==> src/rtl/jpeg_stream_parser.sv <==
// jpeg_stream_parser
//   Receive-side JPEG byte-stream parser. Follows the SOI / marker segment /
//   SOS / EOI structure, captures the picture size from SOF0 and forwards the
//   de-stuffed entropy-coded scan bytes.
// Ports
//   clk, rstn          clock, synchronous active-low reset
//   data_valid_i       byte strobe (no backpressure)
//   data_i             input byte
//   frame_start        pulse, SOI accepted (also on an in-frame SOI restart)
//   sof_valid          pulse, pic_height/pic_width updated from SOF0
//   pic_height/width   SOF0 Y/X fields, held between sof_valid pulses
//   scan_valid         de-stuffed scan byte strobe
//   scan_data          de-stuffed scan byte, held while scan_valid=0
//   scan_byte_cnt      scan bytes emitted this frame, saturating
//   frame_done         pulse, EOI accepted inside a frame
//   err_marker         pulse, protocol error
module jpeg_stream_parser #(
    parameter int unsigned W_DIM  = 16,
    parameter int unsigned W_BCNT = 24
) (
    input  logic              clk,
    input  logic              rstn,
    input  logic              data_valid_i,
    input  logic [7:0]        data_i,
    output logic              frame_start,
    output logic              sof_valid,
    output logic [W_DIM-1:0]  pic_height,
    output logic [W_DIM-1:0]  pic_width,
    output logic              scan_valid,
    output logic [7:0]        scan_data,
    output logic [W_BCNT-1:0] scan_byte_cnt,
    output logic              frame_done,
    output logic              err_marker
);

    typedef enum logic [2:0] {
        S_IDLE, S_SOI_FF, S_MARK, S_LEN_H, S_LEN_L, S_SEG, S_SCAN, S_SCAN_FF
    } state_e;

    state_e      state_q, state_d;
    logic        mark_ff_q, mark_ff_d;      // MARK: leading FF already seen
    logic [7:0]  code_q, code_d;
    logic [7:0]  len_h_q, len_h_d;
    logic [15:0] rem_q, rem_d;
    logic [2:0]  bidx_q, bidx_d;            // segment body byte index, saturating
    logic        sof_ok_q, sof_ok_d;        // L >= 7
    logic [15:0] hgt_q, hgt_d, wid_q, wid_d; // SOF0 shadow, published on sof_valid

    logic        ev_start, ev_sof, ev_emit, ev_done, ev_err, seg_end;
    logic [7:0]  emit_byte;
    logic [15:0] len_full;

    logic              frame_start_q, frame_start_d;
    logic              sof_valid_q, sof_valid_d;
    logic [W_DIM-1:0]  pic_height_q, pic_height_d, pic_width_q, pic_width_d;
    logic              scan_valid_q, scan_valid_d;
    logic [7:0]        scan_data_q, scan_data_d;
    logic [W_BCNT-1:0] cnt_q, cnt_d;
    logic              frame_done_q, frame_done_d;
    logic              err_marker_q, err_marker_d;

    // State register
    always_ff @(posedge clk) begin
        if (!rstn) begin
            state_q       <= S_IDLE;
            mark_ff_q     <= 1'b0;
            code_q        <= '0;
            len_h_q       <= '0;
            rem_q         <= '0;
            bidx_q        <= '0;
            sof_ok_q      <= 1'b0;
            hgt_q         <= '0;
            wid_q         <= '0;
            frame_start_q <= 1'b0;
            sof_valid_q   <= 1'b0;
            pic_height_q  <= '0;
            pic_width_q   <= '0;
            scan_valid_q  <= 1'b0;
            scan_data_q   <= '0;
            cnt_q         <= '0;
            frame_done_q  <= 1'b0;
            err_marker_q  <= 1'b0;
        end else begin
            state_q       <= state_d;
            mark_ff_q     <= mark_ff_d;
            code_q        <= code_d;
            len_h_q       <= len_h_d;
            rem_q         <= rem_d;
            bidx_q        <= bidx_d;
            sof_ok_q      <= sof_ok_d;
            hgt_q         <= hgt_d;
            wid_q         <= wid_d;
            frame_start_q <= frame_start_d;
            sof_valid_q   <= sof_valid_d;
            pic_height_q  <= pic_height_d;
            pic_width_q   <= pic_width_d;
            scan_valid_q  <= scan_valid_d;
            scan_data_q   <= scan_data_d;
            cnt_q         <= cnt_d;
            frame_done_q  <= frame_done_d;
            err_marker_q  <= err_marker_d;
        end
    end

    // Next-state and event decode
    always_comb begin
        state_d   = state_q;
        mark_ff_d = mark_ff_q;
        code_d    = code_q;
        len_h_d   = len_h_q;
        rem_d     = rem_q;
        bidx_d    = bidx_q;
        sof_ok_d  = sof_ok_q;
        hgt_d     = hgt_q;
        wid_d     = wid_q;
        ev_start  = 1'b0;
        ev_sof    = 1'b0;
        ev_emit   = 1'b0;
        ev_done   = 1'b0;
        ev_err    = 1'b0;
        seg_end   = 1'b0;
        emit_byte = data_i;
        len_full  = {len_h_q, data_i};

        if (data_valid_i) begin
            unique case (state_q)
                S_IDLE: if (data_i == 8'hFF) state_d = S_SOI_FF;
                S_SOI_FF: begin
                    if (data_i == 8'hD8) begin
                        ev_start  = 1'b1;
                        mark_ff_d = 1'b0;
                        state_d   = S_MARK;
                    end else if (data_i != 8'hFF) begin
                        state_d = S_IDLE;
                    end
                end
                S_MARK: begin
                    if (!mark_ff_q) begin
                        if (data_i == 8'hFF) mark_ff_d = 1'b1;
                        else begin
                            ev_err  = 1'b1;
                            state_d = S_IDLE;
                        end
                    end else if (data_i == 8'hD8) begin
                        ev_err    = 1'b1;
                        ev_start  = 1'b1;
                        mark_ff_d = 1'b0;
                    end else if (data_i == 8'hD9) begin
                        ev_done = 1'b1;
                        state_d = S_IDLE;
                    end else if (data_i != 8'hFF) begin
                        code_d  = data_i;
                        state_d = S_LEN_H;
                    end
                end
                S_LEN_H: begin
                    len_h_d = data_i;
                    state_d = S_LEN_L;
                end
                S_LEN_L: begin
                    if (len_full < 16'd2) begin
                        ev_err  = 1'b1;
                        state_d = S_IDLE;
                    end else begin
                        rem_d    = len_full - 16'd2;
                        bidx_d   = '0;
                        sof_ok_d = (len_full >= 16'd7);
                        if (len_full == 16'd2) seg_end = 1'b1;
                        else                   state_d = S_SEG;
                    end
                end
                S_SEG: begin
                    // Body byte 0 is the sample precision; 1-2 height, 3-4 width.
                    if (code_q == 8'hC0) begin
                        case (bidx_q)
                            3'd1:    hgt_d[15:8] = data_i;
                            3'd2:    hgt_d[7:0]  = data_i;
                            3'd3:    wid_d[15:8] = data_i;
                            3'd4:    wid_d[7:0]  = data_i;
                            default: ;
                        endcase
                    end
                    if (bidx_q != 3'd7) bidx_d = bidx_q + 3'd1;
                    rem_d = rem_q - 16'd1;
                    if (rem_q == 16'd1) seg_end = 1'b1;
                end
                S_SCAN: begin
                    if (data_i == 8'hFF) state_d = S_SCAN_FF;
                    else                 ev_emit = 1'b1;
                end
                S_SCAN_FF: begin
                    if (data_i == 8'h00) begin
                        ev_emit   = 1'b1;
                        emit_byte = 8'hFF;
                        state_d   = S_SCAN;
                    end else if (data_i == 8'hD9) begin
                        ev_done = 1'b1;
                        state_d = S_IDLE;
                    end else if (data_i[7:3] == 5'b11010) begin
                        state_d = S_SCAN;
                    end else if (data_i == 8'hD8) begin
                        // SOI inside a scan aborts the frame and starts a new one.
                        ev_err    = 1'b1;
                        ev_start  = 1'b1;
                        mark_ff_d = 1'b0;
                        state_d   = S_MARK;
                    end else if (data_i != 8'hFF) begin
                        ev_err  = 1'b1;
                        state_d = S_IDLE;
                    end
                end
                default: state_d = S_IDLE;
            endcase
        end

        if (seg_end) begin
            if (code_q == 8'hC0 && !sof_ok_d) begin
                ev_err  = 1'b1;
                state_d = S_IDLE;
            end else begin
                ev_sof    = (code_q == 8'hC0);
                mark_ff_d = 1'b0;
                state_d   = (code_q == 8'hDA) ? S_SCAN : S_MARK;
            end
        end
    end

    // Output decode
    always_comb begin
        frame_start_d = ev_start;
        sof_valid_d   = ev_sof;
        frame_done_d  = ev_done;
        err_marker_d  = ev_err;
        scan_valid_d  = ev_emit;
        scan_data_d   = ev_emit ? emit_byte : scan_data_q;
        pic_height_d  = ev_sof ? W_DIM'(hgt_q) : pic_height_q;
        pic_width_d   = ev_sof ? W_DIM'(wid_q) : pic_width_q;
        cnt_d         = cnt_q;
        if (ev_start)                  cnt_d = '0;
        else if (ev_emit && cnt_q != '1) cnt_d = cnt_q + W_BCNT'(1);
    end

    assign frame_start   = frame_start_q;
    assign sof_valid     = sof_valid_q;
    assign pic_height    = pic_height_q;
    assign pic_width     = pic_width_q;
    assign scan_valid    = scan_valid_q;
    assign scan_data     = scan_data_q;
    assign scan_byte_cnt = cnt_q;
    assign frame_done    = frame_done_q;
    assign err_marker    = err_marker_q;

endmodule
==> config.mk <==
export PLATFORM = sky130hd
export DESIGN_NAME = jpeg_stream_parser
export DESIGN_NICKNAME = d
export VERILOG_FILES = /design/src/rtl/jpeg_stream_parser.sv
export SDC_FILE = /design/constraint.sdc
export NUM_CORES = 1
export LEC_CHECK = 0
export ABC_AREA = 1
export BUFFER_PORTS_ARGS = -buffer_cell sky130_fd_sc_hd__buf_2
export CAP_MARGIN = 5
export CELL_PAD_IN_SITES_DETAIL_PLACEMENT = 2
export CELL_PAD_IN_SITES_GLOBAL_PLACEMENT = 2
export CORE_MARGIN = 10
export CORE_UTILIZATION = 30
export DETAILED_ROUTE_END_ITERATION = 10
export MAX_ROUTING_LAYER = met4
export PLACE_DENSITY = 0.8
export SYNTH_ARGS = -nofsm -noshare
export SYNTH_HDL_FRONTEND = slang
export SYNTH_SLANG_ARGS = --single-unit
==> constraint.sdc <==
create_clock -name clk -period 1.7 [get_ports clk]
set_input_delay 0.085 -clock clk [delete_from_list [all_inputs] [get_ports clk]]
set_output_delay 0.085 -clock clk [all_outputs]
set_load 0.01 [all_outputs]
Word-level counts from Yosys, hierarchy flattened
Cells that the tools add are included.

Register bits after elaboration: 141. Input port bits: 11. Output and inout port bits: 69.

Add/sub/neg operators: 4. Order comparisons: 2. Equality and inequality tests: 30. Muxes and demuxes: 75. Bitwise gates (word level): 3. Reductions and logical operators: 19.

Operators with widths (count): two-way mux 3 bit (20); two-way mux 1 bit (42); equality test 8 bit, second input constant (5); case mux 16 bit (2 select lines) (1); adder 24 x 1 -> 24 bit, second input constant (1); two-way mux 8 bit (3); != test 24 bit, second input constant (1); case mux 3 bit (7 select lines) (1); AND reduction 4 bit (5); equality test 16 x 1 -> 1 bit, second input constant (1); equality test 16 x 2 -> 1 bit, second input constant (1); greater-or-equal comparator 16 x 3 -> 1 bit, second input constant (1); less-than comparator 16 x 2 -> 1 bit, second input constant (1); two-way mux 16 bit (1); subtractor 16 x 1 -> 16 bit, second input constant (1); subtractor 16 x 2 -> 16 bit, second input constant (1); equality test 3 bit, second input constant (5); equality test 3 x 2 -> 1 bit, second input constant (4); != test 4 bit, second input constant (3); != test 3 bit, second input constant (3); case mux 1 bit (3 select lines) (3); logical NOT 8 bit (1); != test 8 bit, second input constant (1); AND reduction 8 bit (1); 17 further kinds (26).

Longest topological paths before layout
Gate-level depths: netlist of the first run.

Word-level depth: 10. Gate-level depth with buffers: 13. Mapped depth without buffers: 12.

Worst setup path after synthesis of the first run
Ideal clock, no wire load.

Kind: reg-to-reg. Start: reg cnt_q[0] (netlist: scan_byte_cnt[0]). End: reg cnt_q[22] (netlist: scan_byte_cnt[22]). Setup time: 0.114 ns. Arrival time: 1.774 ns. Data required time: 1.586 ns. Slack: -0.188 ns. Cell stages (with the launch flop): 12. Buffers on the path: 1. Period minus slack after synthesis: 1.888 ns. Cells stage by stage: dfxtp_1 > ha_1 > inv_1 > nor2_4 > nand2_1 > nor3b_2 > nand2_1 > nand2_4 > clkinv_2 > buf_6 > nand2_1 > a21oi_2.

Cells in the longest elaborated chain, start to end: 2. Elaborated cells between the ends (all ways): 3.

RTL lines: from (decl) (RTL line 58) `logic [W_BCNT-1:0] cnt_q, cnt_d;`; from (signal assigned) (RTL line 99) `cnt_q <= cnt_d;`; parallel branches: the longest is 2 deep, another holds adder 24 x 1 -> 24 bit.

Parallel ways; which one is timed is not known. A chain may end at the register's enable or synchronous reset.

Worst setup path in the final report of the first run
Start: reg state_q[2]. End: reg cnt_q[12] (netlist: scan_byte_cnt[12]).

Cells in the longest elaborated chain, start to end: 4. Elaborated cells between the ends (all ways): 10.

RTL lines: from (decl) (RTL line 40) `state_e state_q, state_d;`; from (signal assigned) (RTL line 84) `state_q <= state_d;`; equality test 3 bit, or another cell as far along (RTL line 126) `unique case (state_q)`; case mux 1 bit (3 select lines) or case mux 1 bit (2 select lines) (tied branches) (RTL line 126); two-way mux 1 bit (RTL line 125) `if (data_valid_i) begin`; OR reduction 2 bit (no source line) or logical AND 1 bit (tied branches).

Several ways; a longest one is shown, not always the timed one.

==> results.txt, run 1 <==
----------------------------------------------------
[Logic synthesis]
  Count of unique library cells instantiated by Yosys ... 43
  Largest family of logic cells by synthesized area ... simple AND/OR/NAND/NOR gates
  Synth Area in Simple Gates ... approximately a third
  Post-synth ARST share ... 0%
  Most frequently used flop master after synthesis ... sky130_fd_sc_hd__dfxtp_1
  Adder and majority cell fraction of the synthesized area ... around 1.6%
  Multiplexer fraction of the synthesized cell area ... 0%
  Number of synthesized register bits ... between 100 and 150
  Gate Count Post-Synth ... ~1200
  Part of the Yosys area used for sequential elements ... a little over a third
  Count of flip-flops with a built-in enable after synthesis ... 0
  XOR/XNOR share of the synthesized area ... between 3 and 4%
  Average cell area after synthesis ... 6.61 sq um
  Post-synth net total ... between 1000 and 1500
  Synth warnings ... 0
  Fraction of the mapped netlist area in compound gates ... a little over an eighth
  Post-Syn Area ... about 7800 sq um

[Min path]
  Worst min-delay path class ... primary input to flop

[Power and ir drop]
  Fraction of power consumed by the clock network ... 33.5%
  Internal power contribution ... 7460 uW
  Sequential power share ... a little over a quarter
  Switching share of total power ... between 40 and 50%
  Leakage dissipation ... just under 0.006 uW
  Cell Pwr Density ... ~1000 nW/um^2
  Power share of the combinational group ... between 30% and 40%
  Net switching component of the power ... 5460 uW
  IR drop worst, VDD ... between 0.9 and 1 mV

[Die]
  Placeable core region ... approximately 25000 sq um
  Height of the chip ... around 180 microns
  Initial core utilization ... a little under a third
  Number of primary I/O pins ... 80
  Standard-cell rows ... between 50 and 60
  Total Die Area ... 32700 sq um
  Width of the die ... 181 microns

[Global route]
  Global-route wire length before repair ... roughly 80 mm
  Total track usage ... between 30 and 40%
  Initial antenna violation count ... 0
  Total overflow reported by the global router ... 0
  Via count of the first global-routing pass ... 11687
  Pin count of the biggest net entering global routing ... 73

[Route]
  Initial DRT Pass Iterations ... 7
  Number of nets with antenna violations after routing ... 0
  Average via count per standard cell ... around 6
  Average wire per cell in the routed design ... 34.7 microns
  Iteration-0 DRC count of the detailed router ... between 1000 and 1500
  Number of remaining DRC errors ... 0
  Routed vias ... 11023
  Sum of routed wire length over all layers ... between 60 and 70 mm

[Placed design]
  DP HPWL ... between 20 and 30 mm
  Post-placement worst setup slack ... -365 ps
  GP Congestion ... between 0.8 and 0.9
  Buffers on Ports ... 79

[CTS]
  Clock tree from TritonCTS ... built
  Worst-case clock buffer depth ... 2
  H-tree levels ... 4
  Clk Latency, worst-skew pair ... around 500 ps
  Number of clock sinks seen by CTS ... 141
  Clock edge transition at the registers on the reported setup and hold paths ... between 100 and 150 ps
  Clock root buffer ... sky130_fd_sc_hd__clkbuf_16
  Inserted Clock Buffers ... 17

[Worst setup path]
  Element type at the critical path start ... flop
  Worst Path Buf+Inv ... 6
  Slack of the worst reg-to-reg path ... -510 ps
  Required time at the endpoint of the critical path ... roughly 2100 ps
  Largest stage delay on the critical path ... roughly 380 ps
  Critical Path Sink Type ... flop
  Largest driver fanout on the critical path ... 6
  Critical path class ... flop to flop
  Ordered list of cells on the worst path ... buf_6 -> clkinvlp_4 -> nor2_4 -> inv_2 -> o21bai_1 -> inv_1 -> nand2_1 -> nand3_2 -> nand2_4 -> buf_8 -> buf_16 -> a21oi_4
  Arr. time, crit path ... ~2600 ps
  Worst-path cell with the longest stage delay ... sky130_fd_sc_hd__dfxtp_4
  Largest delay contributor family on the critical path ... buffers and inverters

[Timing]
  Final critical delay including setup and external delays ... between 2000 and 2500 ps
  Number of hold violations in the final report ... 0
  Total setup violations reported at the end of the flow ... 139
  Hold Slack ... ~31 ps
  Final-report max-slew violation count ... 0
  Setup repair after global routing missed its margin ... yes
  Least-Margin Pin Slew ... ~730 ps
  Post-route setup slack ... -509 ps
  Final Skew ... 39.0 ps
  Post-route clock period utilization ... 130%
  Relative slew slack ... about half
  Upper clock frequency limit ... 453 MHz

[Finish]
  Most used cells in the layout excluding fill and tap cells ... sky130_fd_sc_hd__buf_4, sky130_fd_sc_hd__nand2_1, sky130_fd_sc_hd__dfxtp_1, sky130_fd_sc_hd__inv_1, sky130_fd_sc_hd__buf_2
  Core Util, Final ... about 52%
  Diode count ... 0
  Fraction of layout instances using a drive strength above 1 ... between 50% and 60%
  Most common cell after layout, fill and taps aside ... sky130_fd_sc_hd__buf_4
  Net count, final ... 1509
  P&R area growth vs syn ... 70.6%
  Count of fill cells added during filler insertion ... approximately 2700

[Status]
  Violations in the final reports ... setup timing
  Run status ... complete, but fails checks

[Flow run]
  Max-cap violations ... 0

----------------------------------------------------
-- kinds of logic (layout without fill, tap and decap cells) --
family	Yosys count	in the layout
AOI/OAI and AO/OA	190	190
DFF	141	141
xor gates and xnor gates	30	30
and+or+nand+nor	572	572
buffers and inverters	230	558
adders and majority gates	10	10
-- registers in the layout, summed over array words and instances (netlist names) --
register and count:
code_q 8, frame_done 1, wid_q 16, err_marker 1, scan_valid 1, sof_ok_q 1
state_q 3, rem_q 16, frame_start 1, sof_valid 1, pic_width 16, hgt_q 16
pic_height 16, scan_byte_cnt 24, bidx_q 3, len_h_q 8, scan_data 8, mark_ff_q 1
-- final timing paths --
path,start,endpoint,cells past startpoint
worst max register to register,state_q[2]$_SDFFE_PN0P_,scan_byte_cnt[12]$_SDFFE_PP0P_,12
worst min-delay path,data_i[3],hgt_q[11]$_SDFFE_PN0P_,3
worst min register to register,hgt_q[10]$_SDFFE_PN0P_,hgt_q[10]$_SDFFE_PN0P_,2
worst max-delay path,state_q[2]$_SDFFE_PN0P_,scan_byte_cnt[12]$_SDFFE_PP0P_,12
-- per-stage QoR --
step | cells | power (uW) | area, sq um | setup TNS (ps)
2_1_floorplan | 1173 | 5010 | 7780 | 0
3_3_place_gp | 1695 | 6050 | 9690 | -1700
3_5_place_dp | 1695 | 6200 | 9690 | -15800
4_1_cts | 1795 | 11400 | 11900 | -9940
5_1_grt | 1831 | 13000 | 13200 | -48560
6_report | 1831 | 12900 | 13200 | -44630
-- per-layer routing --
metal / vias up / GRT usage (%) / share of wire [%]
met1: 5654 / 34.0 / 37
met2: 687 / 56.3 / 49
li1: 4384 / - / -
met4: 0 / 19.2 / 6.8
met5: - / - / 0
met3: 298 / 6.49 / 6.6
-- tightest hold or removal path, cell delays in order --
cell,delay (ps)
sky130_fd_sc_hd__buf_2,200
sky130_fd_sc_hd__nand2_1,120
sky130_fd_sc_hd__a21oi_2,60
-- power by group through the flow --
| stage | combinational (uW) | sequential (uW) | clock [uW] |
|---|---|---|---|
| after floorplan | 1460 | 3550 | 0 |
| after global placement | 2520 | 3520 | 0 |
| after detailed placement | 2670 | 3530 | 0 |
| after CTS | 3780 | 3490 | 4100 |
| after global routing | 5120 | 3540 | 4380 |
| final | 5050 | 3540 | 4340 |
-- layout make-up --
type	count	area, sq um	area share [%]
multi-input combinational	802	5460	41.3
timing repair buffer	348	3140	23.7
sequential	141	2870	21.7
inverter	177	752	5.68
clock buffer	17	425	3.21
tap	330	413	3.12
clock inverter	15	171	1.30
timing repair inverter	1	11.3	0.0851
-- cells in the mapped netlist (all sizes together), types with 4 or more instances --
| master | n | area (sq um) |
|---|---|---|
| xor2 | 20 | 175 |
| clkbuf | 19 | 71.3 |
| o211ai | 4 | 30.0 |
| nor2 | 144 | 593 |
| nor3 | 21 | 116 |
| nand2 | 284 | 1110 |
| o21ai | 74 | 382 |
| dfxtp | 141 | 2820 |
| nor4 | 4 | 40.0 |
| buf | 34 | 226 |
| nand3 | 59 | 313 |
| a211oi | 4 | 30.0 |
| xnor2 | 10 | 87.6 |
| a21oi | 97 | 504 |
| inv | 172 | 651 |
| clkinv | 5 | 27.5 |
| nand4 | 52 | 325 |
| ha | 10 | 125 |
| a31oi | 9 | 56.3 |
-- timing repair --
action | 4_1_cts | 5_1_grt
hold buffers | 2 | 0
hold endpoints to repair | 2 | 0
gates cloned | 12 | 6
setup endpoints to repair | 129 | 139
gates resized for setup | 270 | 286
setup buffers | 58 | 38
pin swaps | 48 | 90
Power figures use the tool's default switching activity.
==> run 2, diff against run 1 <==
--- a/config.mk
+++ b/config.mk
@@ -7,9 +7,10 @@
 export LEC_CHECK = 0
 export ABC_AREA = 1
 export BUFFER_PORTS_ARGS = -buffer_cell sky130_fd_sc_hd__buf_2
-export CAP_MARGIN = 5
+export CAP_MARGIN = 10
 export CELL_PAD_IN_SITES_DETAIL_PLACEMENT = 2
 export CELL_PAD_IN_SITES_GLOBAL_PLACEMENT = 2
+export CORE_ASPECT_RATIO = 0.7
 export CORE_MARGIN = 10
 export CORE_UTILIZATION = 30
 export DETAILED_ROUTE_END_ITERATION = 10
==> results.txt, run 2 (synthesis gave the netlist of run 1 again) <==
----------------------------------------------------
[Global route]
  Initial antenna violation count ... 1 (+1)
  Via count of the first global-routing pass ... 11642 (-0.39%)
  Global-route wire length before repair ... 82.9 mm (+4.0%)
  Total overflow reported by the global router ... 0 (unchanged)
  Total track usage ... 35.5% (+2.9 points)
  Pin count of the biggest net entering global routing ... 33 (-55%)

[CTS]
  Inserted Clock Buffers ... 17 (unchanged)
  Clock root buffer ... sky130_fd_sc_hd__clkbuf_16
  Number of clock sinks seen by CTS ... 141 (unchanged)
  H-tree levels ... 4 (unchanged)
  Clk Latency, worst-skew pair ... 500 ps (about the same)
  Clock edge transition at the registers on the reported setup and hold paths ... 80 ps (-30 ps)
  Worst-case clock buffer depth ... 2 (unchanged)
  Clock tree from TritonCTS ... built

[Worst setup path]
  FF-to-FF Start ... rem_q[13]$_SDFFE_PN0P_
  Required time at the endpoint of the critical path ... 2080 ps (about the same)
  Largest stage delay on the critical path ... 460 ps (+80 ps)
  Worst-path cell with the longest stage delay ... sky130_fd_sc_hd__nand4_1
  Path depth of the worst reg2reg path ... 11 (-1)
  Largest delay contributor family on the critical path ... simple AND/OR/NAND/NOR gates
  Critical Path Sink Type ... flop
  Largest driver fanout on the critical path ... 8 (+2)
  Cell mode on critical path ... sky130_fd_sc_hd__nor2_2
  Worst Path Buf+Inv ... 4 (-2)
  Slack of the worst reg-to-reg path ... -820 ps (-310 ps)
  Arr. time, crit path ... 2920 ps (+340 ps)
  Element type at the critical path start ... primary input
  Capturing point of the worst reg2reg path ... pic_height[15]$_SDFFE_PN0P_
  Ordered list of cells on the worst path ... buf_2 -> inv_1 -> nand4_1 -> inv_1 -> nand2_1 -> nand2_1 -> buf_4 -> nand3b_1 -> nand2_1 -> nor2_2 -> nor2_2 -> nor2_2 -> nor2_2
  Critical path class ... primary input to flop

[Flow run]
  Max-cap violations ... 0 (unchanged)

[Die]
  Initial core utilization ... 30.3% (-0.29 points)
  Total Die Area ... 32800 sq um (+0.32%)
  Standard-cell rows ... 49 (-16%)
  Height of the chip ... 155 microns (-15%)
  Number of primary I/O pins ... 80 (unchanged)
  Placeable core region ... 25600 sq um (+0.94%)
  Width of the die ... 212 microns (+17%)

[Route]
  Number of nets with antenna violations after routing ... 0 (unchanged)
  Sum of routed wire length over all layers ... 76.8 mm (+21%)
  Number of remaining DRC errors ... 0 (unchanged)
  Met2 Routed Length ... 32.5 mm (+4.1%)
  Detailed-routed wire length on met3 ... 9.06 mm (+120%)
  Routed met1 length ... 28.1 mm (+18%)
  Average wire per cell in the routed design ... 41.1 microns (+19%)
  Average via count per standard cell ... 6.54 (+8.7%)
  Initial DRT Pass Iterations ... 6 (-1)
  Uppermost metal layer occupied by signal nets ... met4
  Iteration-0 DRC count of the detailed router ... 1679 (+35%)
  Routed vias ... 12221 (+11%)

[Placed design]
  DP HPWL ... 27.8 mm (+8.9%)
  Buffers on Ports ... 79 (unchanged)
  Cell area after placement ... 9830 sq um (+1.5%)
  GP Congestion ... 0.894 (+2.3%)

[Finish]
  Area of all placed cells without fillers ... 13900 sq um (+4.8%)
  Combined area of the multi-input logic cells ... 5880 sq um (+7.6%)
  Most used cells in the layout excluding fill and tap cells ... sky130_fd_sc_hd__buf_4, sky130_fd_sc_hd__nand2_1, sky130_fd_sc_hd__inv_1, sky130_fd_sc_hd__dfxtp_1, sky130_fd_sc_hd__buf_2
  Most common cell after layout, fill and taps aside ... sky130_fd_sc_hd__buf_4
  Number of flip-flops under the largest register name ... 24 (unchanged)
  Fraction of layout instances using a drive strength above 1 ... 55.4% (+5.2 points)
  P&R area growth vs syn ... 78.8%
  Net count, final ... 1545 (+2.4%)
  Register cell area after layout ... 2880 sq um (+0.35%)
  Count of fill cells added during filler insertion ... 2723 (-0.55%)

[Timing]
  Least-Margin Pin Slew ... 897 ps (+169 ps)
  Total setup violations reported at the end of the flow ... 141 (+1.4%)
  Upper clock frequency limit ... 393 MHz (-13%)
  Final critical delay including setup and external delays ... 2540 ps (+332 ps)
  Number of hold violations in the final report ... 0 (unchanged)
  Post-route setup slack ... -842 ps (-332 ps)
  Final-report max-slew violation count ... 0 (unchanged)
  Post-route clock period utilization ... 150% (+20 points)
  Setup tns final ... -58290 ps (-13660 ps)
  Relative slew slack ... 40.0% (-11 points)
  Final Skew ... 30.7 ps (-8.28 ps)
  Setup repair after global routing missed its margin ... yes

[Status]
  Violations in the final reports ... setup timing
  Run status ... complete, but fails checks

[Min path]
  Hold Path Stages ... 3 (unchanged)
  Worst min-delay path class ... primary input to flop
  Endpoint of the worst hold-timing path ... len_h_q[4]$_SDFFE_PN0P_
  Hold_sp ... data_i[4]

[Power and ir drop]
  IR drop worst, VDD ... 1.59 mV (+70%)
  Cell Pwr Density ... 930 nW/um^2 (-4.8%)
  Leakage dissipation ... 0.00612 uW (+5.2%)

----------------------------------------------------
## run 2: final cells by class
class                           count  area share (%)
Timing Repair Buffer              385            24.5
Sequential cell                   141            20.7
Multi-Input combinational cell    802            42.4
Antenna cell                        1          0.0180
Tap cell                          331            2.99
Clock inverter                      6           0.442
Clock buffer                       25            3.57
Inverter                          177            5.42
## run 2: where the power goes
group          switching, uW  total [uW]  internal, uW
sequential               197        3610          3410
combinational           3310        5110          1810
clock                   2010        4180          2160
total                   5520       12900          7380
## run 2: worst min-delay path: cells and delay by family
kind                   cells  cell delay, ps
AO/OA/AOI/OAI              2             210
buffers and inverters      1             180
## run 2: stage by stage
step | power [uW] | hold WS (ps) | cells | worst slack [ps] | utilization (%)
6_report | 12900 | 16.9 | 1868 | -842 | 54.3
3_5_place_dp | 6330 | 423 | 1718 | -425 | 38.5
5_1_grt | 12900 | 32.7 | 1868 | -707 | 54.3
4_1_cts | 11000 | 8.44 | 1814 | -191 | 47.1
2_1_floorplan | 5010 | 230 | 1173 | 11.0 | -
3_3_place_gp | 6150 | 415 | 1718 | -236 | 38.5
## run 2: repair_timing
action                                 4_1_cts  5_1_grt
endpoints found under the hold margin        2        0
buffers inserted                            50       60
resized for setup                          268      431
pin swaps                                   67      115
cloned                                      13        4
hold buffers                                 2        0
setup endpoints to repair                  125      137
## run 2: per-layer routing
metal  GRT usage [%]  vias up
li1                -     4453
met1            41.5     6004
met2            54.9     1212
met3            7.87      552
met4            21.5        0
met5               -        -
## run 2: how the worst max path moves through the flow
stage          depth (start not counted)                              to                          start
2_1_floorplan                         11  scan_byte_cnt[22]$_SDFFE_PP0P_  scan_byte_cnt[0]$_SDFFE_PP0P_
3_3_place_gp                           9            mark_ff_q$_SDFF_PN0_        state_q[2]$_SDFFE_PN0P_
3_5_place_dp                           9            mark_ff_q$_SDFF_PN0_        state_q[2]$_SDFFE_PN0P_
4_1_cts                               10      pic_height[7]$_SDFFE_PN0P_        state_q[2]$_SDFFE_PN0P_
5_1_grt                               12     pic_height[15]$_SDFFE_PN0P_          rem_q[1]$_SDFFE_PN0P_
6_report                              13           err_marker$_SDFF_PN0_                      data_i[5]
==> run 3, diff against run 2 <==
--- a/config.mk
+++ b/config.mk
@@ -11,7 +11,6 @@
 export CELL_PAD_IN_SITES_DETAIL_PLACEMENT = 2
 export CELL_PAD_IN_SITES_GLOBAL_PLACEMENT = 2
 export CORE_ASPECT_RATIO = 0.7
-export CORE_MARGIN = 10
 export CORE_UTILIZATION = 30
 export DETAILED_ROUTE_END_ITERATION = 10
 export MAX_ROUTING_LAYER = met4
==> results.txt, run 3 <==
----------------------------------------------------
[Logic synthesis]
  Post-synth ARST share ... 0% (unchanged)
  Count of unique library cells instantiated by Yosys ... 43 (unchanged)
  Post-synth net total ... 1194 (unchanged)
  Area share of the largest cell type after synthesis ... 36.4% (unchanged)
  Synth warnings ... 0 (unchanged)
  Count of flip-flops with a built-in enable after synthesis ... 0 (unchanged)
  Part of the Yosys area used for sequential elements ... 36.4% (unchanged)
  Post-Syn Area ... 7760 sq um (unchanged)
  Most used standard cell by instance count after synthesis ... sky130_fd_sc_hd__nand2_1
  Most frequently used flop master after synthesis ... sky130_fd_sc_hd__dfxtp_1
  Average cell area after synthesis ... 6.61 sq um (unchanged)
  Post-synth top area cell ... sky130_fd_sc_hd__dfxtp_1
  Top cells by count, synth ... sky130_fd_sc_hd__nand2_1, sky130_fd_sc_hd__inv_1, sky130_fd_sc_hd__dfxtp_1
  Largest cells by area after synthesis ... sky130_fd_sc_hd__dfxtp_1, sky130_fd_sc_hd__nand2_1, sky130_fd_sc_hd__inv_1
  Number of synthesized register bits ... 141 (unchanged)
  Gate Count Post-Synth ... 1173 (unchanged)

[Die]
  Number of primary I/O pins ... 80 (unchanged)
  Standard-cell rows ... 48 (-2.0%)
  Height of the chip ... 137 microns (-12%)
  Width of the die ... 194 microns (-8.5%)
  Initial core utilization ... 31.0% (+0.63 points)

[Status]
  Run status ... did not finish
  Run Error ... [ERROR GRT-0232] Routing congestion too high. Check the congestion heatmap in the GUI.
  Stage where the run ended ... global routing (5_1_grt)

[Placed design]
  GP Congestion ... 0.874 (-2.2%)
  Cell area after placement ... 9760 sq um (-0.69%)
  Placed cell count ... 1704 (-0.81%)
  DP HPWL ... 27.7 mm (-0.37%)
  Buffers on Ports ... 79 (unchanged)

[CTS]
  Inserted Clock Buffers ... 17 (unchanged)
  Worst-case clock buffer depth ... 2 (unchanged)
  Post-CTS Hold Fix Bufs ... 0 (-2)
  Number of clock sinks seen by CTS ... 141 (unchanged)
  Clock root buffer ... sky130_fd_sc_hd__clkbuf_16
  H-tree levels ... 4 (unchanged)

[Timing]
  Worst-slack endpoint at the end of global-route timing repair ... pic_height[8]$_SDFFE_PN0P_/D
  Pin type at the end of the worst path ... sequential cell input

[Global route]
  Initial antenna violation count ... 4
  Total overflow reported by the global router ... between 300 and 400
  Total track usage ... 83.5%
  Pin count of the biggest net entering global routing ... approximately 90

----------------------------------------------------
## run 3: cell counts after synthesis
Identical to the previous run, type by type.
## run 3: logic make-up after synthesis
logic type	count (synthesis)	synth area share, %
adders and majority gates	10	1.61
xor gates and xnor gates	30	3.39
AOI/OAI and AO/OA	190	13.1
buffers and inverters	230	12.6
DFF	141	36.4
and+or+nand+nor	572	32.9
## run 3: per-stage QoR
stage               worst slack [ps]  util (%)
floorplan                       11.0         -
global placement                -199      39.0
detailed placement              -366      39.0
CTS                             -196      49.7
## run 3: per-layer routing
| layer | track usage [%] | GRT overflow |
|---|---|---|
| met2 | 99.4 | 240 |
| met5 | - | - |
| met3 | 65.1 | 6 |
| met4 | 85.0 | 113 |
| met1 | 82.2 | 6 |
## run 3: what timing repair did
item | 4_1_cts
endpoints found under the setup margin | 131
gates cloned | 18
gates resized for setup | 309
setup buffers | 71
pin swaps | 72
==> run 4, diff against run 3 <==
==> config.mk (replaced) <==
export PLATFORM = sky130hd
export DESIGN_NAME = jpeg_stream_parser
export DESIGN_NICKNAME = d
export VERILOG_FILES = /design/src/rtl/jpeg_stream_parser.sv
export SDC_FILE = /design/constraint.sdc
export NUM_CORES = 1
export LEC_CHECK = 0
export ABC_AREA = 1
export BUFFER_PORTS_ARGS = -buffer_cell sky130_fd_sc_hd__buf_2
export CAP_MARGIN = 10
export CORE_UTILIZATION = 35
export DETAILED_ROUTE_END_ITERATION = 10
export PLACE_DENSITY_LB_ADDON = 0.15
export SYNTH_ARGS = -nofsm -noshare
export SYNTH_HDL_FRONTEND = slang
export SYNTH_SLANG_ARGS = --single-unit
==> constraint.sdc (replaced) <==
create_clock -name clk -period 2.2 [get_ports clk]
set_input_delay 0.11 -clock clk [delete_from_list [all_inputs] [get_ports clk]]
set_output_delay 0.11 -clock clk [all_outputs]
set_load 0.01 [all_outputs]
==> results.txt, run 4 (synthesis gave the netlist of run 1 again) <==
----------------------------------------------------
[Global route]
  Pin count of the biggest net entering global routing ... 89
  Via count of the first global-routing pass ... 6700
  Total track usage ... between 15 and 20%
  Global-route wire length before repair ... around 35 mm
  Initial antenna violation count ... 0
  Total overflow reported by the global router ... 0

[Finish]
  Number of flip-flops under the largest register name ... 24
  Most common cell after layout, fill and taps aside ... sky130_fd_sc_hd__nand2_1
  P&R area growth vs syn ... 19.2%
  Fraction of layout instances using a drive strength above 1 ... 16.3%
  Count of fill cells added during filler insertion ... between 2000 and 2500
  Diode count ... 0
  Most used cells in the layout excluding fill and tap cells ... sky130_fd_sc_hd__nand2_1, sky130_fd_sc_hd__inv_1, sky130_fd_sc_hd__dfxtp_1, sky130_fd_sc_hd__nor2_1, sky130_fd_sc_hd__a21oi_1
  Net count, final ... ~1300

[Timing]
  Number of hold violations in the final report ... 0
  Setup repair after global routing missed its margin ... no
  Total setup violations reported at the end of the flow ... 0
  Upper clock frequency limit ... around 510 MHz
  Post-route setup slack ... 227 ps
  Relative slew slack ... between 50% and 60%
  Least-Margin Pin Slew ... between 600 and 700 ps
  Final-report max-slew violation count ... 0
  Post-route clock period utilization ... 89.7%
  Setup tns final ... 0 ps
  Final Skew ... around 11 ps
  Final critical delay including setup and external delays ... 1970 ps

[Placed design]
  GP Congestion ... 0.871 (-0.32%)
  DP HPWL ... 15.6 mm (-44%)
  Post-placement worst setup slack ... 165 ps (+531 ps)
  Buffers on Ports ... 79 (unchanged)

[Power and ir drop]
  Sequential power share ... 37.2%
  Cell Pwr Density ... 787 nW/um^2
  Power share of the combinational group ... between 20% and 30%
  Internal power contribution ... 4880 uW
  Switching share of total power ... 32.9%
  Fraction of power consumed by the clock network ... a little over two fifths
  Leakage dissipation ... approximately 0.0040 uW
  IR drop worst, VDD ... 0.511 mV
  Net switching component of the power ... between 2000 and 2500 uW

[Route]
  Average wire per cell in the routed design ... 14.2 microns
  Average via count per standard cell ... about 4.8
  Initial DRT Pass Iterations ... 5
  Number of remaining DRC errors ... 0
  Iteration-0 DRC count of the detailed router ... 431
  Routed vias ... about 7400
  Number of nets with antenna violations after routing ... 0
  Sum of routed wire length over all layers ... 22.2 mm

[Min path]
  Worst min-delay path class ... primary input to flop
  Hold Path Stages ... 3
  Endpoint of the worst hold-timing path ... hgt_q[15]$_SDFFE_PN0P_
  Hold_sp ... data_i[7]

[Worst setup path]
  Largest driver fanout on the critical path ... 17
  FF-to-FF Start ... code_q[3]$_SDFFE_PN0P_
  Element type at the critical path start ... flop
  Critical Path Sink Type ... flop
  Critical path class ... flop to flop
  Arr. time, crit path ... around 2300 ps
  Capturing point of the worst reg2reg path ... pic_height[2]$_SDFFE_PN0P_
  Required time at the endpoint of the critical path ... 2530 ps
  Slack of the worst reg-to-reg path ... 230 ps
  Path depth of the worst reg2reg path ... 6

[CTS]
  Clock root buffer ... sky130_fd_sc_hd__clkbuf_16
  Number of clock sinks seen by CTS ... 141 (unchanged)
  Clock edge transition at the registers on the reported setup and hold paths ... about 60 ps
  Clk Latency, worst-skew pair ... roughly 430 ps
  Clock tree from TritonCTS ... built
  H-tree levels ... 4 (unchanged)
  Worst-case clock buffer depth ... 2 (unchanged)
  Inserted Clock Buffers ... 17 (unchanged)

[Die]
  Width of the die ... 151 microns (-22%)
  Placeable core region ... between 20000 and 25000 sq um
  Initial core utilization ... 35.7% (+4.7 points)
  Total Die Area ... ~23000 sq um
  Standard-cell rows ... 54 (+13%)
  Height of the chip ... 151 microns (+11%)
  Number of primary I/O pins ... 80 (unchanged)

[Status]
  Run status ... completed

[Flow run]
  Max-cap violations ... 0

----------------------------------------------------
run 4: worst max-delay path: stages (launching register included):
cell and delay, ps:
sky130_fd_sc_hd__dfxtp_1 340, sky130_fd_sc_hd__or2_2 330, sky130_fd_sc_hd__nor4_4 600, sky130_fd_sc_hd__buf_4 340, sky130_fd_sc_hd__nand4_1 150, sky130_fd_sc_hd__nand2_1 80, sky130_fd_sc_hd__nor2_1 40
run 4: power groups by stage:
stage	Sequential, uW	Clock [uW]	Combinational, uW
5_1_grt	2720	3240	1710
3_5_place_dp	2760	0	1490
4_1_cts	2710	3120	1500
2_1_floorplan	2740	0	1130
6_report	2710	3050	1510
3_3_place_gp	2770	0	1490
run 4: metal layers:
layer	up-vias	wire length (microns)	part of all wire (%)	global-route usage, %
met1	3351	11200	50	27.6
met2	132	9990	45	31.5
met4	0	242	1.1	5.00
met5	-	0	0	0
met3	18	762	3.4	3.46
li1	3925	-	-	-
run 4: worst max-delay path by stage:
stage | startpoint | endpoint | slack [ps] | cells past startpoint
final | code_q[3]$_SDFFE_PN0P_ | pic_height[2]$_SDFFE_PN0P_ | 230 | 6
after global routing | state_q[0]$_SDFFE_PN0P_ | pic_width[10]$_SDFFE_PN0P_ | 30 | 9
after CTS | data_i[6] | pic_height[1]$_SDFFE_PN0P_ | 150 | 13
after detailed placement | len_h_q[1]$_SDFFE_PN0P_ | pic_height[6]$_SDFFE_PN0P_ | 170 | 11
after global placement | len_h_q[1]$_SDFFE_PN0P_ | pic_height[1]$_SDFFE_PN0P_ | 160 | 11
after floorplan | scan_byte_cnt[0]$_SDFFE_PP0P_ | scan_byte_cnt[22]$_SDFFE_PP0P_ | 310 | 11
run 4: timing repair:
action                     CTS  global route
hold endpoints to repair     1             0
resized for setup            0             4
buffers inserted             0             2
hold buffers                 1             0
setup endpoints to repair    0            50
run 4: final cells by class:
class / instances / area (sq um) / area share [%]
Multi-Input combinational cell: 803 / 3980 / 43.1
Sequential cell: 141 / 2820 / 30.5
Timing Repair Buffer: 123 / 795 / 8.59
Inverter: 177 / 679 / 7.35
Clock buffer: 17 / 425 / 4.60
Tap cell: 280 / 350 / 3.79
Clock inverter: 15 / 191 / 2.07
run 4: metrics by stage:
step                      cells  instance area [sq um]  hold WS, ps  utilization, %  total power, uW
after floorplan            1173                   7760          255               -             3870
after global placement     1521                   8570          438            39.4             4260
after detailed placement   1521                   8570          445            39.4             4250
after CTS                  1554                   9200         1.45            42.3             7320
after global routing       1556                   9250         20.5            42.5             7670
final                      1556                   9250         25.1            42.5             7270
